File: src/rtl/store_align_buffer_if.sv
// store_align_buffer_if: store-commit request, error report and memory write-port bundle
interface store_align_buffer_if #(
  parameter int DEPTH = 4
);
  logic                       st_valid;
  logic [31:0]                st_addr;
  logic [31:0]                st_data;
  logic [2:0]                 st_func;
  logic                       st_ready;
  logic                       err_valid;
  logic [31:0]                err_addr;
  logic                       mem_valid;
  logic [31:0]                mem_addr;
  logic [31:0]                mem_data;
  logic [3:0]                 mem_be;
  logic                       mem_ready;
  logic [$clog2(DEPTH+1)-1:0] count;
  modport master (
    output st_valid, st_addr, st_data, st_func, mem_ready,
    input  st_ready, err_valid, err_addr, mem_valid, mem_addr, mem_data, mem_be, count
  );
  modport slave (
    input  st_valid, st_addr, st_data, st_func, mem_ready,
    output st_ready, err_valid, err_addr, mem_valid, mem_addr, mem_data, mem_be, count
  );
endinterface

File: src/rtl/store_align_buffer.sv
// store_align_buffer: lane-aligns committed stores (func 000/100 byte, 001/101 half, 010 word) into an in-order write FIFO; STORE_MERGE_EN merges same-word stores into the youngest non-head entry
module store_align_buffer #(
  parameter int DEPTH = 4
) (
  input logic                 clock,
  input logic                 reset,
  store_align_buffer_if.slave bus
);
  localparam int AW = $clog2(DEPTH);
  localparam int CW = $clog2(DEPTH + 1);
  logic [29:0]   addr_q [DEPTH];
  logic [31:0]   data_q [DEPTH];
  logic [3:0]    be_q   [DEPTH];
  logic [AW-1:0] wr_ptr_q, wr_ptr_d, rd_ptr_q, rd_ptr_d;
  logic [CW-1:0] count_q, count_d;
  logic          err_valid_q;
  logic [31:0]   err_addr_q;
  logic [1:0]    off;
  logic          is_b, is_h, is_w, mis, take, enq, deq, merge, empty, full;
  logic [31:0]   al_data;
  logic [3:0]    al_be;
`ifdef STORE_MERGE_EN
  logic [AW-1:0] young;
`endif
  // decode and align the incoming store, derive enqueue/dequeue/merge and next pointers
  always_comb begin
    off      = bus.st_addr[1:0];
    is_b     = bus.st_func[1:0] == 2'b00;
    is_h     = bus.st_func[1:0] == 2'b01;
    is_w     = bus.st_func == 3'b010;
    mis      = !(is_b || (is_h && !off[0]) || (is_w && off == 2'b00));
    al_data  = is_b ? {4{bus.st_data[7:0]}} : is_h ? {2{bus.st_data[15:0]}} : bus.st_data;
    al_be    = is_b ? 4'b0001 << off : is_h ? (off[1] ? 4'b1100 : 4'b0011) : 4'b1111;
    empty    = count_q == '0;
    full     = count_q == CW'(DEPTH);
    take     = bus.st_valid && !full;
    deq      = !empty && bus.mem_ready;
`ifdef STORE_MERGE_EN
    young    = wr_ptr_q - AW'(1);
    merge    = take && !mis && count_q > CW'(1) && addr_q[young] == bus.st_addr[31:2];
`else
    merge    = 1'b0;
`endif
    enq      = take && !mis && !merge;
    wr_ptr_d = wr_ptr_q + AW'(enq);
    rd_ptr_d = rd_ptr_q + AW'(deq);
    count_d  = count_q + CW'(enq) - CW'(deq);
  end
  assign bus.st_ready  = !full;
  assign bus.mem_valid = !empty;
  assign bus.mem_addr  = empty ? '0 : {addr_q[rd_ptr_q], 2'b00};
  assign bus.mem_data  = empty ? '0 : data_q[rd_ptr_q];
  assign bus.mem_be    = empty ? '0 : be_q[rd_ptr_q];
  assign bus.err_valid = err_valid_q;
  assign bus.err_addr  = err_addr_q;
  assign bus.count     = count_q;
  // pointers, occupancy and dropped-store report
  always_ff @(posedge clock) begin
    if (reset) begin
      wr_ptr_q    <= '0;
      rd_ptr_q    <= '0;
      count_q     <= '0;
      err_valid_q <= 1'b0;
      err_addr_q  <= '0;
    end else begin
      wr_ptr_q    <= wr_ptr_d;
      rd_ptr_q    <= rd_ptr_d;
      count_q     <= count_d;
      err_valid_q <= take && mis;
      if (take && mis) err_addr_q <= bus.st_addr;
    end
  end
  // entry storage: allocate at the tail, or fold new lanes into the youngest entry
  always_ff @(posedge clock) begin
    if (enq) begin
      addr_q[wr_ptr_q] <= bus.st_addr[31:2];
      data_q[wr_ptr_q] <= al_data;
      be_q[wr_ptr_q]   <= al_be;
    end
`ifdef STORE_MERGE_EN
    if (merge) begin
      be_q[young] <= be_q[young] | al_be;
      for (int i = 0; i < 4; i++)
        if (al_be[i]) data_q[young][8*i +: 8] <= al_data[8*i +: 8];
    end
`endif
  end
endmodule

File: src/flat_wrapper.sv
// flat-port wrapper written by rule: the top's interface ports become plain ports
module store_align_buffer_flat 
#(
  parameter int DEPTH = 4
)
  (clock, reset, bus_st_valid, bus_st_addr, bus_st_data, bus_st_func, bus_mem_ready, bus_st_ready, bus_err_valid, bus_err_addr, bus_mem_valid, bus_mem_addr, bus_mem_data, bus_mem_be, bus_count);
  store_align_buffer_if #(.DEPTH(DEPTH)) bus_i ();
  input logic clock;
  input logic reset;
  input wire logic [$bits(bus_i.st_valid)-1:0] bus_st_valid;
  input wire logic [$bits(bus_i.st_addr)-1:0] bus_st_addr;
  input wire logic [$bits(bus_i.st_data)-1:0] bus_st_data;
  input wire logic [$bits(bus_i.st_func)-1:0] bus_st_func;
  input wire logic [$bits(bus_i.mem_ready)-1:0] bus_mem_ready;
  output wire logic [$bits(bus_i.st_ready)-1:0] bus_st_ready;
  output wire logic [$bits(bus_i.err_valid)-1:0] bus_err_valid;
  output wire logic [$bits(bus_i.err_addr)-1:0] bus_err_addr;
  output wire logic [$bits(bus_i.mem_valid)-1:0] bus_mem_valid;
  output wire logic [$bits(bus_i.mem_addr)-1:0] bus_mem_addr;
  output wire logic [$bits(bus_i.mem_data)-1:0] bus_mem_data;
  output wire logic [$bits(bus_i.mem_be)-1:0] bus_mem_be;
  output wire logic [$bits(bus_i.count)-1:0] bus_count;
  assign bus_i.st_valid = bus_st_valid;
  assign bus_i.st_addr = bus_st_addr;
  assign bus_i.st_data = bus_st_data;
  assign bus_i.st_func = bus_st_func;
  assign bus_i.mem_ready = bus_mem_ready;
  assign bus_st_ready = bus_i.st_ready;
  assign bus_err_valid = bus_i.err_valid;
  assign bus_err_addr = bus_i.err_addr;
  assign bus_mem_valid = bus_i.mem_valid;
  assign bus_mem_addr = bus_i.mem_addr;
  assign bus_mem_data = bus_i.mem_data;
  assign bus_mem_be = bus_i.mem_be;
  assign bus_count = bus_i.count;
  store_align_buffer #(.DEPTH(DEPTH)) u_core (.clock(clock), .reset(reset), .bus(bus_i));
endmodule
File: config.mk
export PLATFORM = sky130hd
export DESIGN_NAME = store_align_buffer_flat
export DESIGN_NICKNAME = d
export VERILOG_FILES = /design/src/rtl/store_align_buffer_if.sv /design/src/rtl/store_align_buffer.sv /design/src/flat_wrapper.sv
export SDC_FILE = /design/constraint.sdc
export NUM_CORES = 1
export LEC_CHECK = 0
export ABC_AREA = 1
export CORE_MARGIN = 2
export CORE_UTILIZATION = 56
export CTS_BUF_LIST = sky130_fd_sc_hd__clkbuf_4 sky130_fd_sc_hd__clkbuf_8
export CTS_CLUSTER_DIAMETER = 40
export DETAILED_ROUTE_END_ITERATION = 8
export HOLD_SLACK_MARGIN = 0.15
export PLACE_DENSITY = 0.82
export SLEW_MARGIN = 40
export SYNTH_ARGS = -nofsm -noshare
export SYNTH_HDL_FRONTEND = slang
export SYNTH_SLANG_ARGS = --single-unit
export TNS_END_PERCENT = 5
File: constraint.sdc
create_clock -name clock -period 9.7 [get_ports clock]
set_clock_uncertainty 0.15 [all_clocks]
set_input_delay 2.425 -clock clock [delete_from_list [all_inputs] [get_ports clock]]
set_output_delay 2.425 -clock clock [all_outputs]
set_load 0.02 [all_outputs]
## After elaboration in Yosys (flattened, before gate mapping)

Memories as Yosys holds them, arrays and structs flattened. A register that Yosys moved wholly into a read port is not among the register bits.
Cells that the tools add are included.
Widths: inputs -> output; s select.

| cells by class | value |
|---|---|
| equality and inequality tests | 3 |
| bitwise operators | 0 |
| shift operators | 1 |
| magnitude comparators | 0 |
| add/subtract/negate cells | 4 |
| divide/modulo/power cells | 0 |
| muxes and demuxes | 13 |
| multiply operators | 0 |
| reductions and logical operators | 15 |

Operators by type and width:

| kind | number |
|---|---|
| $mux 32 | 4 |
| $mux 4 | 4 |
| $logic_and 1x1->1 | 6 |
| $mux 2 | 3 |
| $add 2x1->2 | 2 |
| $logic_not 1->1 | 4 |
| $logic_not 2->1 | 2 |
| $shl 1x2->4 const A | 1 |
| $add 3x1->3 | 1 |
| $eq 3x2->1 const B | 1 |
| $eq 3x3->1 const B | 1 |
| $logic_not 3->1 | 1 |
| $sub 3x1->3 | 1 |
| $eq 2x1->1 const B | 1 |
| $logic_or 1x1->1 | 2 |
| $mux 1 | 2 |

| word-level totals | value |
|---|---|
| RAM bits | 264 |
| memory bits (read-only) | 0 |
| logic and storage cells | 44 |
| output and inout bits | 106 |
| bits in registers | 40 |
| memories | 3 |
| input port bits | 71 |
| bits in latches | 0 |

Memories:

| name | depth | width | rd ports | clocked after memory_dff | wr ports | line | RTL |
|---|---|---|---|---|---|---|---|
| u_core.data_q | 4 | 32 | 1 | 1 | 1 | store_align_buffer.sv:12 | `logic [31:0] data_q [DEPTH];` |
| u_core.addr_q | 4 | 30 | 1 | 1 | 1 | store_align_buffer.sv:11 | `logic [29:0] addr_q [DEPTH];` |
| u_core.be_q | 4 | 4 | 1 | 1 | 1 | store_align_buffer.sv:13 | `logic [3:0] be_q [DEPTH];` |

## Longest topological paths before layout

| logic depth | value |
|---|---|
| word-level depth | 7 |
| depth in mapped cells | 11 |
| mapped depth without buffers | 10 |

## Least setup slack after synthesis

No wires, ideal clock.

| timing path | value |
|---|---|
| kind | input to register |
| start | input port bus_st_func[1] |
| end | memory u_core.addr_q[0][0] (enable) |
| required time | 8.978 ns |
| buffers on the path | 0 |
| arrival time | 7.472 ns |
| slack | 1.507 ns |
| cell stages on the path | 6 |
| cells stage by stage | inv_2 -> nor2_1 -> nand3_1 -> nand2_2 -> nand2_1 -> nor3_1 |

| between the ends | value |
|---|---|
| longest elaborated chain between the ends | 7 |
| elaborated cells between the ends (all ways) | 10 |
| those cells by class | eq/ne (2); mux (2); reduce/logical (6) |

Ends and longest elaborated chain:

| what | line | RTL |
|---|---|---|
| start, declared | flat_wrapper.sv:13 | `input wire logic [$bits(bus_i.st_func)-1:0] bus_st_func;` |
| $eq 2x1->1 | store_align_buffer.sv:29 | `is_h = bus.st_func[1:0] == 2'b01;` |
| $logic_and 1x1->1 | store_align_buffer.sv:31 | `mis = !(is_b \|\| (is_h && !off[0]) \|\| (is_w && off == 2'b00));` |
| $logic_or 1x1->1 | store_align_buffer.sv:31 |  |
| $logic_or 1x1->1 * | store_align_buffer.sv:31 |  |
| $logic_and 1x1->1 * | store_align_buffer.sv:44 | `enq = take && !mis && !merge;` |
| $mux 1 * | store_align_buffer.sv:75 | `if (enq) begin` |
| $mux 1 (not written as such) * | store_align_buffer.sv:76 | `addr_q[wr_ptr_q] <= bus.st_addr[31:2];` |
| end, declared | store_align_buffer.sv:11 |  |

Mark *: on every way between the ends. The rest lies on a longest branch, timed or not.

==> results.tsv <==
metric	value	unit
vdd_drop_max	0.445	mV
io_pins	177	
ys_seq_area_share	70.6	%
start_kind	flip-flop	
outcome	completed	
arrival	3.68	ns
avgSynthCellArea	10.9	µm²
drt_iter0_markers	840	
synth_mux_area_share	0	%
post_cts_resized	0	
min_path_type	reg -> reg	
fp.dieW	153	µm
top_layer	met4	
crit_type	reg -> out	
rsz0062_at_grt	false	
design_area	0.0153	mm²
cts_buffer_depth	3	
critical_path.max_stage_delay	0.77	ns
drv_slew	0	
synth_area_leaders	edfxtp_1 64%, nor2_1 10%, dfxtp_1 6.5%	
cts_sinks	304	
endpoint_kind	output port	
syn_to_final_growth	23.5	%
cts_setup_buffers	0	
routed_wl	30.2	mm
dpl.hpwl	17.6	mm
viasPerCell	5.61	
die_area	0.0233	mm²
crit_cells	5	
synth-compound-area-share	8.77	%
place_congestion	0.874	
wl_met3	2.22	mm
synth_top_area_share	64.1	%
cts_buffers	46	
synth-adder-area-share	0.566	%
grt_usage	25.6	%
num_antenna_cells	0	
yosys_warnings	0	
slowest_stage	clkinv_2	
synth-simple-area-share	15.5	%
cp.required	7.13	ns
drc	0	
dp_cells	1530	
die_h	153	µm
yosysTopAreaCell	edfxtp_1	
hold_viol_final	0	
cts_tree	yes	
antenna_left	0	
final_cells	1617	
tightest_slew	0.885	ns
coreArea	0.0218	mm²
ys_types	27	
p_leak	5.55	nW
nets	1376	
dp_worst_setup_slack	3.95	ns
slew-limit-headroom	41.0	%
setup_tns	0	ns
vias	9075	
syn_inst	1133	
drive_gt1_share	7.93	%
setup_ws	3.44	ns
ys_ff_latch	304	
dr.pass1.iters	6	
syn-cell-area	0.0124	mm²
grt_max_degree	89	
period_share	64.5	%
max_freq	160	MHz
initial_core_util	56.9	%
crit_chain	clkinv_2, buf_4, o21ai_0, a21oi_1, clkdlybuf4s50_1	
holdPathStages	2	
wl_met1	11.6	mm
wl_met2	15.5	mm
setup_viol	0	
grt-ovfl-total	0	
worst-path-buf-inv	3	
crit_fanout	70	
portBuffers	174	
ff2ff_path_depth	11	
insertion_delay	0.53	ns
cts-root-buf	clkbuf_8	
totalPowerFinal	4.07	mW
grt_pass1_vias	9103	
htree_levels	2	
grt_pass1_wl	47.3	mm
power_density	266	mW/mm²
wl_per_cell	18.7	µm
holdBufCountCts	0	
synth_top_family_by_area	simple AND/OR/NAND/NOR gates	
synth_xor_area_share	0.283	%
maxCapViolations	0	
antenna_found_initial	0	
dpl_cell_area	0.0143	mm²
placementRows	54	
critical-path-top-delay-family	buffers and inverters	
fin_crit	6.26	ns
clk_pin_slew	0.06	ns
[synthesized netlist by cell type (all sizes together)]
master	number
nor2	342
edfxtp	264
o21ai	145
nand2	93
a21oi	68
inv	51
buf	42
dfxtp	40
nand4	32
clkbuf	31
nand3	9
nor3	5
ha	4
xnor2	2
xor2	2
a21boi	1
conb	1
fa	1
[per-stage QoR]
step | hold slack [ns] | utilization (%)
6_report | 0.339 | 70.2
3_3_place_gp | 0.316 | 65.6
5_1_grt | 0.357 | 70.2
4_1_cts | 0.338 | 70.1
3_5_place_dp | 0.324 | 65.7
2_1_floorplan | 0.378 | -
[cells in the final DEF, fill, tap and decap left out]
master and count:
conb_1 2, a21boi_4 1, dfxtp_4 1, nor3_1 1, o21ai_4 1, clkinvlp_4 1
xnor2_1 2, nor2_4 1, buf_4 12, dfxtp_2 1, dfxtp_1 38, buf_6 2
a21oi_1 68, bufinv_16 3, inv_1 45, buf_8 2, nand2_1 92, nor3_2 4
nand3_1 9, clkbuf_4 13, clkbuf_8 50, clkinv_1 12, fa_1 1, nand4_1 32
o21ai_1 11, xor2_1 2, nand2_2 1, clkdlybuf4s50_1 174, ha_1 4, buf_12 1
inv_2 5, nor2_1 341, o21ai_0 133, clkinv_2 7, edfxtp_1 264
[layer usage]
layer | track usage, % | up-vias
li1 | - | 4215
met1 | 32.0 | 4371
met2 | 45.0 | 423
met3 | 4.18 | 66
met4 | 9.92 | 0
met5 | 0 | -
[path summary, 6_finish.rpt]
path / startpoint / endpoint / slack (ns)
setup / recovery: u_core.rd_ptr_q[0] / bus_mem_be[2] / 3.44
hold / removal: u_core.bus.err_addr[4] / u_core.bus.err_addr[4] / 0.34
setup reg to reg: u_core.bus.count[1] / u_core.bus.count[2] / 6.57
hold reg to reg: u_core.bus.err_addr[4] / u_core.bus.err_addr[4] / 0.34
[flip-flops by register name, summed over array words and instances, names as in the netlist]
signal / cells
u_core.bus.err_valid: 1
u_core.be_q: 16
u_core.wr_ptr_q: 2
u_core.rd_ptr_q: 2
u_core.bus.err_addr: 32
u_core.addr_q: 120
u_core.data_q: 128
u_core.bus.count: 3
[report_power, final]
group	internal, mW	total, mW	switching (mW)
clock network	0.606	1.08	0.473
registers	1.50	1.55	0.0543
logic	0.551	1.44	0.889
total	2.65	4.07	1.42
[logic make-up after synthesis]
| group | Yosys count |
|---|---|
| buffers and inverters | 124 |
| XOR/XNOR | 4 |
| AND/OR/NAND/NOR | 481 |
| flip-flops | 304 |
| other | 1 |
| adder cells (fa/ha/maj) | 5 |
| AO/OA/AOI/OAI | 214 |
[cell type report]
class / count / area (µm²)
Multi-Input combinational cell: 706 / 3140
Clock buffer: 63 / 786
Fill cell: 1494 / 6470
Tap cell: 280 / 350
Sequential cell: 304 / 8730
Clock inverter: 22 / 173
Timing Repair Buffer: 191 / 1900
Inverter: 51 / 193
[tightest hold or removal path, cell delays in order, from the launching register on]
cell	delay, ns
dfxtp_1	0.31
nor2_1	0.09
nor2_1	0.05
(Power assumes the default switching activity.)
